File: src/rtl/traffic_light_fsm.sv
`default_nettype none
// ============================================================================
// Module      : traffic_light_fsm
// Description : Phase-sequencing FSM for a two-phase intersection. Advances
//               on the timing controller's one-cycle timing_done pulse.
//               Supports demand-based green extension, emergency preemption
//               held in ALL_RED, and a flashing-red fallback mode. All lamp
//               and status outputs are registered.
// Revision    : 1.0 - initial release
// ============================================================================

// State codes shared with timing_controller. They are only defined here if
// the shared macro header has not already provided them.
`ifndef TL_PHASE_1_GREEN
`define TL_PHASE_1_GREEN  4'h0
`endif
`ifndef TL_PHASE_1_YELLOW
`define TL_PHASE_1_YELLOW 4'h1
`endif
`ifndef TL_ALL_RED
`define TL_ALL_RED        4'h2
`endif
`ifndef TL_PHASE_2_GREEN
`define TL_PHASE_2_GREEN  4'h3
`endif
`ifndef TL_PHASE_2_YELLOW
`define TL_PHASE_2_YELLOW 4'h4
`endif

module traffic_light_fsm #(
  parameter int BLINK_TICKS = 8
) (
  input  logic       clk,
  input  logic       rst,
  input  logic       timing_done,
  input  logic       en,
  input  logic       preempt,
  input  logic       p1_demand,
  input  logic       p2_demand,
  output logic [3:0] current_state,
  output logic [2:0] p1_lights,
  output logic [2:0] p2_lights,
  output logic       preempt_active,
  output logic       state_changed
);

  typedef enum logic [3:0] {
    PHASE_1_GREEN  = `TL_PHASE_1_GREEN,
    PHASE_1_YELLOW = `TL_PHASE_1_YELLOW,
    ALL_RED        = `TL_ALL_RED,
    PHASE_2_GREEN  = `TL_PHASE_2_GREEN,
    PHASE_2_YELLOW = `TL_PHASE_2_YELLOW,
    FLASH          = 4'hF
  } state_t;

  // Blink counter is wide enough for 0..BLINK_TICKS-1 (at least one bit).
  localparam int               CNT_W     = (BLINK_TICKS > 1) ? $clog2(BLINK_TICKS) : 1;
  localparam logic [CNT_W-1:0] c_cnt_max = CNT_W'(BLINK_TICKS - 1);
  localparam logic [CNT_W-1:0] c_cnt_one = CNT_W'(1);

  // Lamp encodings, {red, yellow, green}.
  localparam logic [2:0] c_lamp_red = 3'b100;
  localparam logic [2:0] c_lamp_yel = 3'b010;
  localparam logic [2:0] c_lamp_grn = 3'b001;

  // next_phase encoding: which green is served after ALL_RED.
  localparam logic c_serve_p1 = 1'b0;
  localparam logic c_serve_p2 = 1'b1;

  // Registered state.
  state_t           r_state;
  logic             r_next_phase;
  logic [CNT_W-1:0] r_blink_cnt;
  logic             r_blink;
  logic [2:0]       r_p1_lights;
  logic [2:0]       r_p2_lights;
  logic             r_preempt_active;
  logic             r_state_changed;

  // Next-cycle values.
  state_t           w_state_next;
  logic             w_next_phase_next;
  logic [CNT_W-1:0] w_blink_cnt_next;
  logic             w_blink_next;
  logic [2:0]       w_p1_lights_next;
  logic [2:0]       w_p2_lights_next;
  logic             w_preempt_active_next;
  logic             w_state_changed_next;

  // State register and all registered outputs; reset forces all-red at once.
  always_ff @(posedge clk or posedge rst) begin
    if (rst) begin
      r_state          <= ALL_RED;
      r_next_phase     <= c_serve_p1;
      r_blink_cnt      <= '0;
      r_blink          <= 1'b0;
      r_p1_lights      <= c_lamp_red;
      r_p2_lights      <= c_lamp_red;
      r_preempt_active <= 1'b0;
      r_state_changed  <= 1'b0;
    end else begin
      r_state          <= w_state_next;
      r_next_phase     <= w_next_phase_next;
      r_blink_cnt      <= w_blink_cnt_next;
      r_blink          <= w_blink_next;
      r_p1_lights      <= w_p1_lights_next;
      r_p2_lights      <= w_p2_lights_next;
      r_preempt_active <= w_preempt_active_next;
      r_state_changed  <= w_state_changed_next;
    end
  end

  // Next-state, next-phase, blink and preemption-status decisions.
  always_comb begin
    w_state_next          = r_state;
    w_next_phase_next     = r_next_phase;
    w_blink_cnt_next      = r_blink_cnt;
    w_blink_next          = r_blink;
    w_preempt_active_next = r_preempt_active;

    case (r_state)
      // A green is extended for another dwell unless the other phase wants
      // service, preemption is requested, or flash mode is requested.
      PHASE_1_GREEN: begin
        if (timing_done && (p2_demand || preempt || !en)) begin
          w_state_next = PHASE_1_YELLOW;
        end
      end

      PHASE_2_GREEN: begin
        if (timing_done && (p1_demand || preempt || !en)) begin
          w_state_next = PHASE_2_YELLOW;
        end
      end

      PHASE_1_YELLOW: begin
        if (timing_done) begin
          w_state_next      = ALL_RED;
          w_next_phase_next = c_serve_p2;
        end
      end

      PHASE_2_YELLOW: begin
        if (timing_done) begin
          w_state_next      = ALL_RED;
          w_next_phase_next = c_serve_p1;
        end
      end

      // Flash request outranks preemption; preemption holds ALL_RED.
      ALL_RED: begin
        if (timing_done) begin
          if (!en) begin
            w_state_next          = FLASH;
            w_preempt_active_next = 1'b0;
          end else if (preempt) begin
            w_preempt_active_next = 1'b1;
          end else begin
            w_state_next          = (r_next_phase == c_serve_p2) ? PHASE_2_GREEN
                                                                 : PHASE_1_GREEN;
            w_preempt_active_next = 1'b0;
          end
        end
      end

      // Flash ignores timing_done; leaves as soon as en returns.
      FLASH: begin
        if (en) begin
          w_state_next      = ALL_RED;
          w_next_phase_next = c_serve_p1;
          w_blink_cnt_next  = '0;
        end else if (r_blink_cnt == c_cnt_max) begin
          w_blink_cnt_next = '0;
          w_blink_next     = ~r_blink;
        end else begin
          w_blink_cnt_next = r_blink_cnt + c_cnt_one;
        end
      end

      // Any unrecognised code recovers to the safe all-red state.
      default: begin
        w_state_next          = ALL_RED;
        w_preempt_active_next = 1'b0;
      end
    endcase
  end

  // Lamp decode from the upcoming state so lamps move on the same edge.
  always_comb begin
    w_p1_lights_next = c_lamp_red;
    w_p2_lights_next = c_lamp_red;
    case (w_state_next)
      PHASE_1_GREEN:  w_p1_lights_next = c_lamp_grn;
      PHASE_1_YELLOW: w_p1_lights_next = c_lamp_yel;
      PHASE_2_GREEN:  w_p2_lights_next = c_lamp_grn;
      PHASE_2_YELLOW: w_p2_lights_next = c_lamp_yel;
      FLASH: begin
        w_p1_lights_next = {w_blink_next, 2'b00};
        w_p2_lights_next = {w_blink_next, 2'b00};
      end
      default: begin
        w_p1_lights_next = c_lamp_red;
        w_p2_lights_next = c_lamp_red;
      end
    endcase
  end

  // Change flag is registered alongside the state it reports.
  always_comb begin
    w_state_changed_next = (w_state_next != r_state);
  end

  assign current_state  = r_state;
  assign p1_lights      = r_p1_lights;
  assign p2_lights      = r_p2_lights;
  assign preempt_active = r_preempt_active;
  assign state_changed  = r_state_changed;

endmodule

`default_nettype wire
File: config.mk
export PLATFORM = sky130hd
export DESIGN_NAME = traffic_light_fsm
export DESIGN_NICKNAME = d
export VERILOG_FILES = /design/src/rtl/traffic_light_fsm.sv
export SDC_FILE = /design/constraint.sdc
export NUM_CORES = 1
export LEC_CHECK = 0
export BUFFER_PORTS_ARGS = -buffer_cell sky130_fd_sc_hd__buf_2
export CORE_UTILIZATION = 45
export DETAILED_ROUTE_END_ITERATION = 16
export PLACE_DENSITY = 0.69
export RECOVER_POWER = 100
export SKIP_LAST_GASP = 1
export SLEW_MARGIN = 40
export SYNTH_ARGS = -nofsm -noshare
export SYNTH_HDL_FRONTEND = slang
export SYNTH_SLANG_ARGS = --single-unit
File: constraint.sdc
create_clock -name clk -period 2.5 [get_ports clk]
set_input_delay 0.25 -clock clk [delete_from_list [all_inputs] [get_ports clk]]
set_output_delay 0.25 -clock clk [all_outputs]
set_load 0.02 [all_outputs]
==> results.yml, run 1 <==
pwr:
  internal_power_w: 0.000723
  p_switching_w: 0.000625
  comb_power_share_pct: 51.8
  seqPwrFrac_pct: 37.6
  vdd_drop_max_uv: 657
  power_frac_clock_pct: 10.5
  leakage_nw: 0.478
  p_sw_share_pct: 46.3
  power_density_nw_per_um2: 1270
synthesis:
  yosysWarnings: 0
  synth_seq_cells: 17
  synth-simple-area-share_pct: 20.8
  muxShareOfSynthArea_pct: 1.20
  synth_xor_xnor_area_share_pct: 0.933
  synth_cell_types: 41
  syn_nets: 110
  synthCells: 101
  synth_seq_area_share_pct: 45.7
  synth_top_family_by_area: "compound AO/OA/AOI/OAI gates"
  syn_area_per_cell_um2: 9.29
  synthAdderAreaFrac_pct: 2.67
  syn_area_um2: 938
  synth_compound_area_share_pct: 23.9
critical_path:
  path_depth: 6
  critPathBufInv: 1
  endpoint_kind: "flip-flop"
  slowest_stage: "clkbuf_1"
  worstPathRequired_ns: 2.72
  worstSetupStartpointType: "flip-flop"
  cp_max_fo: 15
  crit_type: "flip-flop to flip-flop"
  cp_slowest_stage_delay_ns: 0.50
  path_cells: "clkbuf_1 > nand2b_1 > o221ai_1 > o31ai_4 > o21bai_1 > a2bb2oi_2"
  cp.arrival_ns: 2.27
  critPathTopFamily: "compound AO/OA/AOI/OAI gates"
  rr_worst_depth: 6
timing:
  worstMarginPinSlew_ns: 0.638
  worst_slew_margin_rel_pct: 57.4
  holdWs_ns: 0.0270
  rsz0062_at_grt: "false"
  setup_violations: 0
  fin_tns_setup_ns: 0
  final.setup_skew_ns: 0.000857
  max_freq_mhz: 488
  slew_violations: 0
  fin_crit_sh_pct: 82.0
  hold_viol: 0
  min_period_ns: 2.05
  layout_setup_ws_ns: 0.450
global_routing:
  met2_usage_pct: 27.7
  overflow: 0
  grt_use_total_pct: 19.4
  grtUsageMet1_pct: 27.1
  grt_util_met3_pct: 4.53
  first_global_vias: 655
  grt_pass1_wl_um: 2970
  antenna_found_initial: 0
  grt_max_degree: 18
  busiest_layer: "met2"
place:
  portBuffers: 18
  hpwlAfterDp_um: 1510
  post-place-ws_ns: 0.559
  gp_congestion: 0.859
  placed_area_um2: 1050
cts:
  post-cts-setup-buffers: 0
  cts_made_buffers: 3
  clkTransAtPathRegs_ns: 0.09
  htree_num_levels: 1
  ctsHoldBuffers: 0
  cts_resized: 0
  cts.path.max_buffers: 2
  insertion_delay_ns: 0.28
  cts_root_buf: "clkbuf_4"
  cts_tree: "built"
  cts_sinks: 17
final_layout:
  design_area_um2: 1060
  nets: 129
  layout-drive-gt1-share_pct: 12.6
  mostFrequentLayoutCell: "dfrtp_1"
  fillers: 189
  diodes: 0
  most-common-layout-cells: "dfrtp_1, clkbuf_1, nand2_1"
  syn_to_final_growth_pct: 13.1
  final_core_util_pct: 54.1
die:
  start_util_pct: 47.8
  dieArea_um2: 2270
  rows: 16
  pin_count: 19
  die_y_um: 47.7
  core_um2: 1960
  die_w_um: 47.7
routing:
  drc: 0
  drtAntennaViolNets: 0
  route.vias.total: 872
  wirelength_um: 2130
  drtIter0Drc: 40
  wl_per_cell_um: 14.6
  via_per_inst: 5.97
  first_pass_iters: 4
worst_hold_path:
  min_path_type: "primary input to asynchronous set/reset pin"
outcome:
  outcome: "complete, no violations"
flow_run:
  maxCapViolations: 0
==> cells in the mapped netlist (all sizes together) <==
| cell type | instances | area (um^2) |
|---|---|---|
| a22oi | 1 | 7.51 |
| inv | 7 | 26.3 |
| a211o | 1 | 8.76 |
| o21ai | 10 | 50.1 |
| o21a | 1 | 7.51 |
| xor2 | 1 | 8.76 |
| o31ai | 2 | 28.8 |
| nand4 | 1 | 6.26 |
| nor4 | 2 | 12.5 |
| o22ai | 2 | 12.5 |
| clkbuf | 3 | 11.3 |
| a2bb2oi | 2 | 23.8 |
| or4b | 1 | 10.0 |
| nand2 | 10 | 37.5 |
| a21oi | 7 | 35.0 |
| o21bai | 1 | 7.51 |
| o32ai | 1 | 8.76 |
| nand3b | 2 | 15.0 |
| buf | 2 | 7.51 |
| nand3 | 2 | 10.0 |
| dfrtp | 14 | 350 |
| nand2b | 2 | 12.5 |
| a22o | 1 | 8.76 |
| nor3 | 3 | 15.0 |
| nor2 | 4 | 15.0 |
| mux2 | 1 | 11.3 |
| o221ai | 1 | 8.76 |
| nor2b | 3 | 18.8 |
| o211ai | 1 | 7.51 |
| and3 | 2 | 12.5 |
| or4 | 1 | 7.51 |
| nor3b | 1 | 7.51 |
| a221oi | 1 | 8.76 |
| ha | 2 | 25.0 |
| or3b | 1 | 8.76 |
| and2 | 1 | 6.26 |
| dfstp | 3 | 78.8 |
==> power by group through the flow <==
| stage | Clock (W) | Combinational, W | Sequential, W |
|---|---|---|---|
| finish | 0.000142 | 0.000699 | 0.000507 |
| floorplan | 0 | 0.000462 | 0.000570 |
| global placement | 0 | 0.000706 | 0.000506 |
| CTS | 0.000147 | 0.000722 | 0.000505 |
| global route | 0.000161 | 0.000764 | 0.000525 |
| detailed placement | 0 | 0.000719 | 0.000510 |
==> layout make-up <==
class | instances | area, um^2 | area share (%)
clock buffer | 3 | 22.5 | 2.12
clock inverter | 1 | 5.00 | 0.472
inverter | 7 | 26.3 | 2.48
multi-input combinational | 72 | 464 | 43.7
sequential | 17 | 429 | 40.4
tap | 27 | 33.8 | 3.18
timing repair buffer | 19 | 80.1 | 7.55
==> registers in the layout, summed over array words and instances, names as in the netlist <==
name,flops
state_changed,1
r_blink,1
p2_lights,3
preempt_active,1
current_state,4
r_blink_cnt,3
r_next_phase,1
p1_lights,3
==> worst register-to-register path, stage by stage, from the launching register on <==
cell and delay, ns:
dfrtp_1 0.35, clkbuf_1 0.50, nand2b_1 0.25, o221ai_1 0.19, o31ai_4 0.36, o21bai_1 0.18
a2bb2oi_2 0.15
==> worst paths after layout <==
check	slack, ns	end	startpoint
setup reg to reg	0.45	state_changed$_DFF_PP0_	current_state[0]$_DFF_PP0_
max in group asynchronous	2.08	r_blink_cnt[0]$_DFFE_PP0N_	rst
setup / recovery	0.45	state_changed$_DFF_PP0_	current_state[0]$_DFF_PP0_
min in group clk	0.40	r_next_phase$_DFFE_PP0P_	timing_done
hold / removal	0.03	p1_lights[0]$_DFF_PP0_	rst
hold reg to reg	0.50	preempt_active$_DFFE_PP0P_	preempt_active$_DFFE_PP0P_
==> metrics by stage <==
step           total power (W)  cells
2_1_floorplan          0.00103    101
3_3_place_gp           0.00121    142
3_5_place_dp           0.00123    142
4_1_cts                0.00137    146
5_1_grt                0.00145    146
6_report               0.00135    146
==> layer usage <==
layer / part of all wire (%) / vias up
met1: 43 / 405
li1: - / 405
met2: 46 / 54
met4: 1.9 / 0
met5: 0 / -
met3: 8.8 / 8
==> cell families after synthesis <==
group                    after synthesis
AO/OA/AOI/OAI                         32
multiplexers                           1
AND/OR/NAND/NOR                       36
buffers and inverters                 12
adder cells (fa/ha/maj)                2
flip-flops                            17
XOR/XNOR                               1
Note: power is estimated with default switching activity, not from simulation.
==> inputs of run 2 (changes only) <==
ABC_AREA = 1   (was not set)
clock period = 2.1 ns   (was 2.5 ns; I/O delays follow)
==> results.yml, run 2 <==
outcome:
  outcome: "complete, but fails checks"
  violations: "hold timing"
cts:
  cts_resized: 0
  cts_tree: "built"
  insertion_delay_ns: 0.29
  post-cts-setup-buffers: 0
  cts_made_buffers: 3
  ctsHoldBuffers: 0
  clkTransAtPathRegs_ns: 0.11
  cts_sinks: 17
  htree_num_levels: 1
  cts_root_buf: "clkbuf_4"
  cts.path.max_buffers: 2
global_routing:
  overflow: 0
  antenna_found_initial: 0
  busiest_layer: "met2"
  grt_pass1_wl_um: 3590
  grtUsageMet1_pct: 26.0
  met2_usage_pct: 33.1
  grt_max_degree: 18
  grt_util_met3_pct: 1.89
  grt_use_total_pct: 19.8
  first_global_vias: 812
synthesis:
  synth_seq_cells: 17
  synth_common_cells: "nand2_1, dfrtp_1, inv_1"
  async_reset_ff_share_pct: 100
  yosys.area.top_type: "dfrtp_1"
  synth_top_area_share_pct: 36.3
  yosysWarnings: 0
  syn_nets: 128
  synth.area.top_cells: "dfrtp_1, nand2_1, dfstp_2"
  syn_area_um2: 966
  synthCells: 119
  synth_seq_area_share_pct: 44.4
  synth_edf_count: 0
  synth.most_common_cell: "nand2_1"
  synth_cell_types: 24
  syn_area_per_cell_um2: 8.12
  synth_ff_type: "dfrtp_1"
final_layout:
  layout-drive-gt1-share_pct: 19.1
  syn_to_final_growth_pct: 10.8
  final_core_util_pct: 54.0
  largest_reg_flops: 4
  most-common-layout-cells: "nand2_1, dfrtp_1, nor2_1, clkbuf_1, inv_1"
  mostFrequentLayoutCell: "nand2_1"
  nets: 151
  diodes: 0
routing:
  first_pass_iters: 4
  via_per_inst: 5.04
  drtIter0Drc: 22
  route.vias.total: 847
  wl_per_cell_um: 11.7
  drc: 0
  wirelength_um: 1960
  drtAntennaViolNets: 0
critical_path:
  cp.arrival_ns: 2.01
  rr_worst_depth: 8
  timing.rr.end: "p2_lights[2]$_DFF_PP1_"
  cp_max_fo: 7
  endpoint_kind: "flip-flop"
  cpMostUsedCell: "nand2_1"
  cp_slowest_stage_delay_ns: 0.63
  worstPathRequired_ns: 2.33
  slowest_stage: "dfstp_2"
  r2r_slack_ns: 0.31
  critPathTopFamily: "simple AND/OR/NAND/NOR gates"
  crit_type: "flip-flop to flip-flop"
  critPathBufInv: 1
  crit_start: "current_state[1]$_DFF_PP1_"
  path_cells: "nand2_2 > nor2_1 > nand2_1 > clkinvlp_2 > nand2_2 > xnor2_2 > nand2_1 > nand2_1"
  worstSetupStartpointType: "flip-flop"
  r2r_start: "current_state[1]$_DFF_PP1_"
die:
  start_util_pct: 48.7
  die_y_um: 48.3
  core_um2: 1980
  pin_count: 19
  dieArea_um2: 2340
  rows: 16
  die_w_um: 48.3
pwr:
  power_density_nw_per_um2: 1500
  leakage_nw: 0.541
  comb_power_share_pct: 52.7
  internal_power_w: 0.000827
  power_frac_clock_pct: 10.8
  p_sw_share_pct: 48.6
  vdd_drop_max_uv: 849
  seqPwrFrac_pct: 36.5
  p_switching_w: 0.000782
timing:
  fin_tns_setup_ns: 0
  min_period_ns: 1.79
  max_freq_mhz: 560
  holdWs_ns: -0.0251
  final.setup_skew_ns: 0.0116
  worst_slew_margin_rel_pct: 58.6
  setup_violations: 0
  rsz0062_at_grt: "false"
  layout_setup_ws_ns: 0.314
  worstMarginPinSlew_ns: 0.620
  fin_crit_sh_pct: 85.0
  slew_violations: 0
  hold_viol: 14
flow_run:
  maxCapViolations: 0
worst_hold_path:
  min_path_type: "primary input to asynchronous set/reset pin"
place:
  post-place-ws_ns: 0.526
  hpwlAfterDp_um: 1530
  portBuffers: 18
  gp_congestion: 0.979
## run 2: cell types whose count changed after synthesis, sizes merged, moves of 3 or more
cell / previous run / this run
clkbuf: 3 / 0
nand3: 2 / 10
a21oi: 7 / 2
nor2: 4 / 13
nand2: 10 / 43
inv: 7 / 12
nor2b: 3 / 0
## run 2: routing by layer
metal	routed length, um	vias to the layer above	share of wire (%)
met5	0	-	0
met4	21	0	1.1
met3	70	2	3.6
met2	926	24	47
met1	942	391	48
li1	-	430	-
## run 2: per-stage QoR
stage               instances  power (W)  cell area, um^2
floorplan                 119    0.00127              966
global placement          164    0.00149             1090
detailed placement        164    0.00149             1090
CTS                       168    0.00167             1120
global route              168    0.00178             1070
finish                    168    0.00161             1070
## run 2: final cells by class
class,instances,area (um^2)
fill,201,912
multi-input combinational,89,454
sequential,17,429
timing repair buffer,18,75.1
inverter,13,50.0
tap,27,33.8
clock buffer,3,22.5
clock inverter,1,5.00
## run 2: how the worst max path moves through the flow
stage / cells past startpoint / end / slack, ns
6_report: 8 / p2_lights[2]$_DFF_PP1_ / 0.31
2_1_floorplan: 9 / state_changed$_DFF_PP0_ / 0.61
4_1_cts: 9 / state_changed$_DFF_PP0_ / 0.50
3_5_place_dp: 9 / state_changed$_DFF_PP0_ / 0.53
5_1_grt: 10 / state_changed$_DFF_PP0_ / 0.17
3_3_place_gp: 9 / state_changed$_DFF_PP0_ / 0.55
## run 2: kinds of logic (layout without fill, tap and decap cells)
| family | count (synthesis) | in the layout | synth area share (%) |
|---|---|---|---|
| compound gates | 15 | 15 | 8.55 |
| xor+xnor | 1 | 1 | 1.68 |
| fa+ha+maj | 2 | 2 | 2.59 |
| buf+inv | 13 | 35 | 5.18 |
| flops | 17 | 17 | 44.4 |
| simple gates | 71 | 71 | 37.6 |
## run 2: power by group through the flow
stage | sequential [W] | clock, W | combinational (W)
2_1_floorplan | 0.000675 | 0 | 0.000592
3_3_place_gp | 0.000581 | 0 | 0.000906
3_5_place_dp | 0.000584 | 0 | 0.000906
4_1_cts | 0.000579 | 0.000180 | 0.000911
5_1_grt | 0.000603 | 0.000198 | 0.000982
6_report | 0.000588 | 0.000173 | 0.000848
## run 2: worst register-to-register path: cells and delay by family, from the launching register on
family	cells	cell delay, ns
AND/OR/NAND/NOR	6	0.72
buffers and inverters	1	0.22
flip-flops	1	0.63
XOR/XNOR	1	0.14
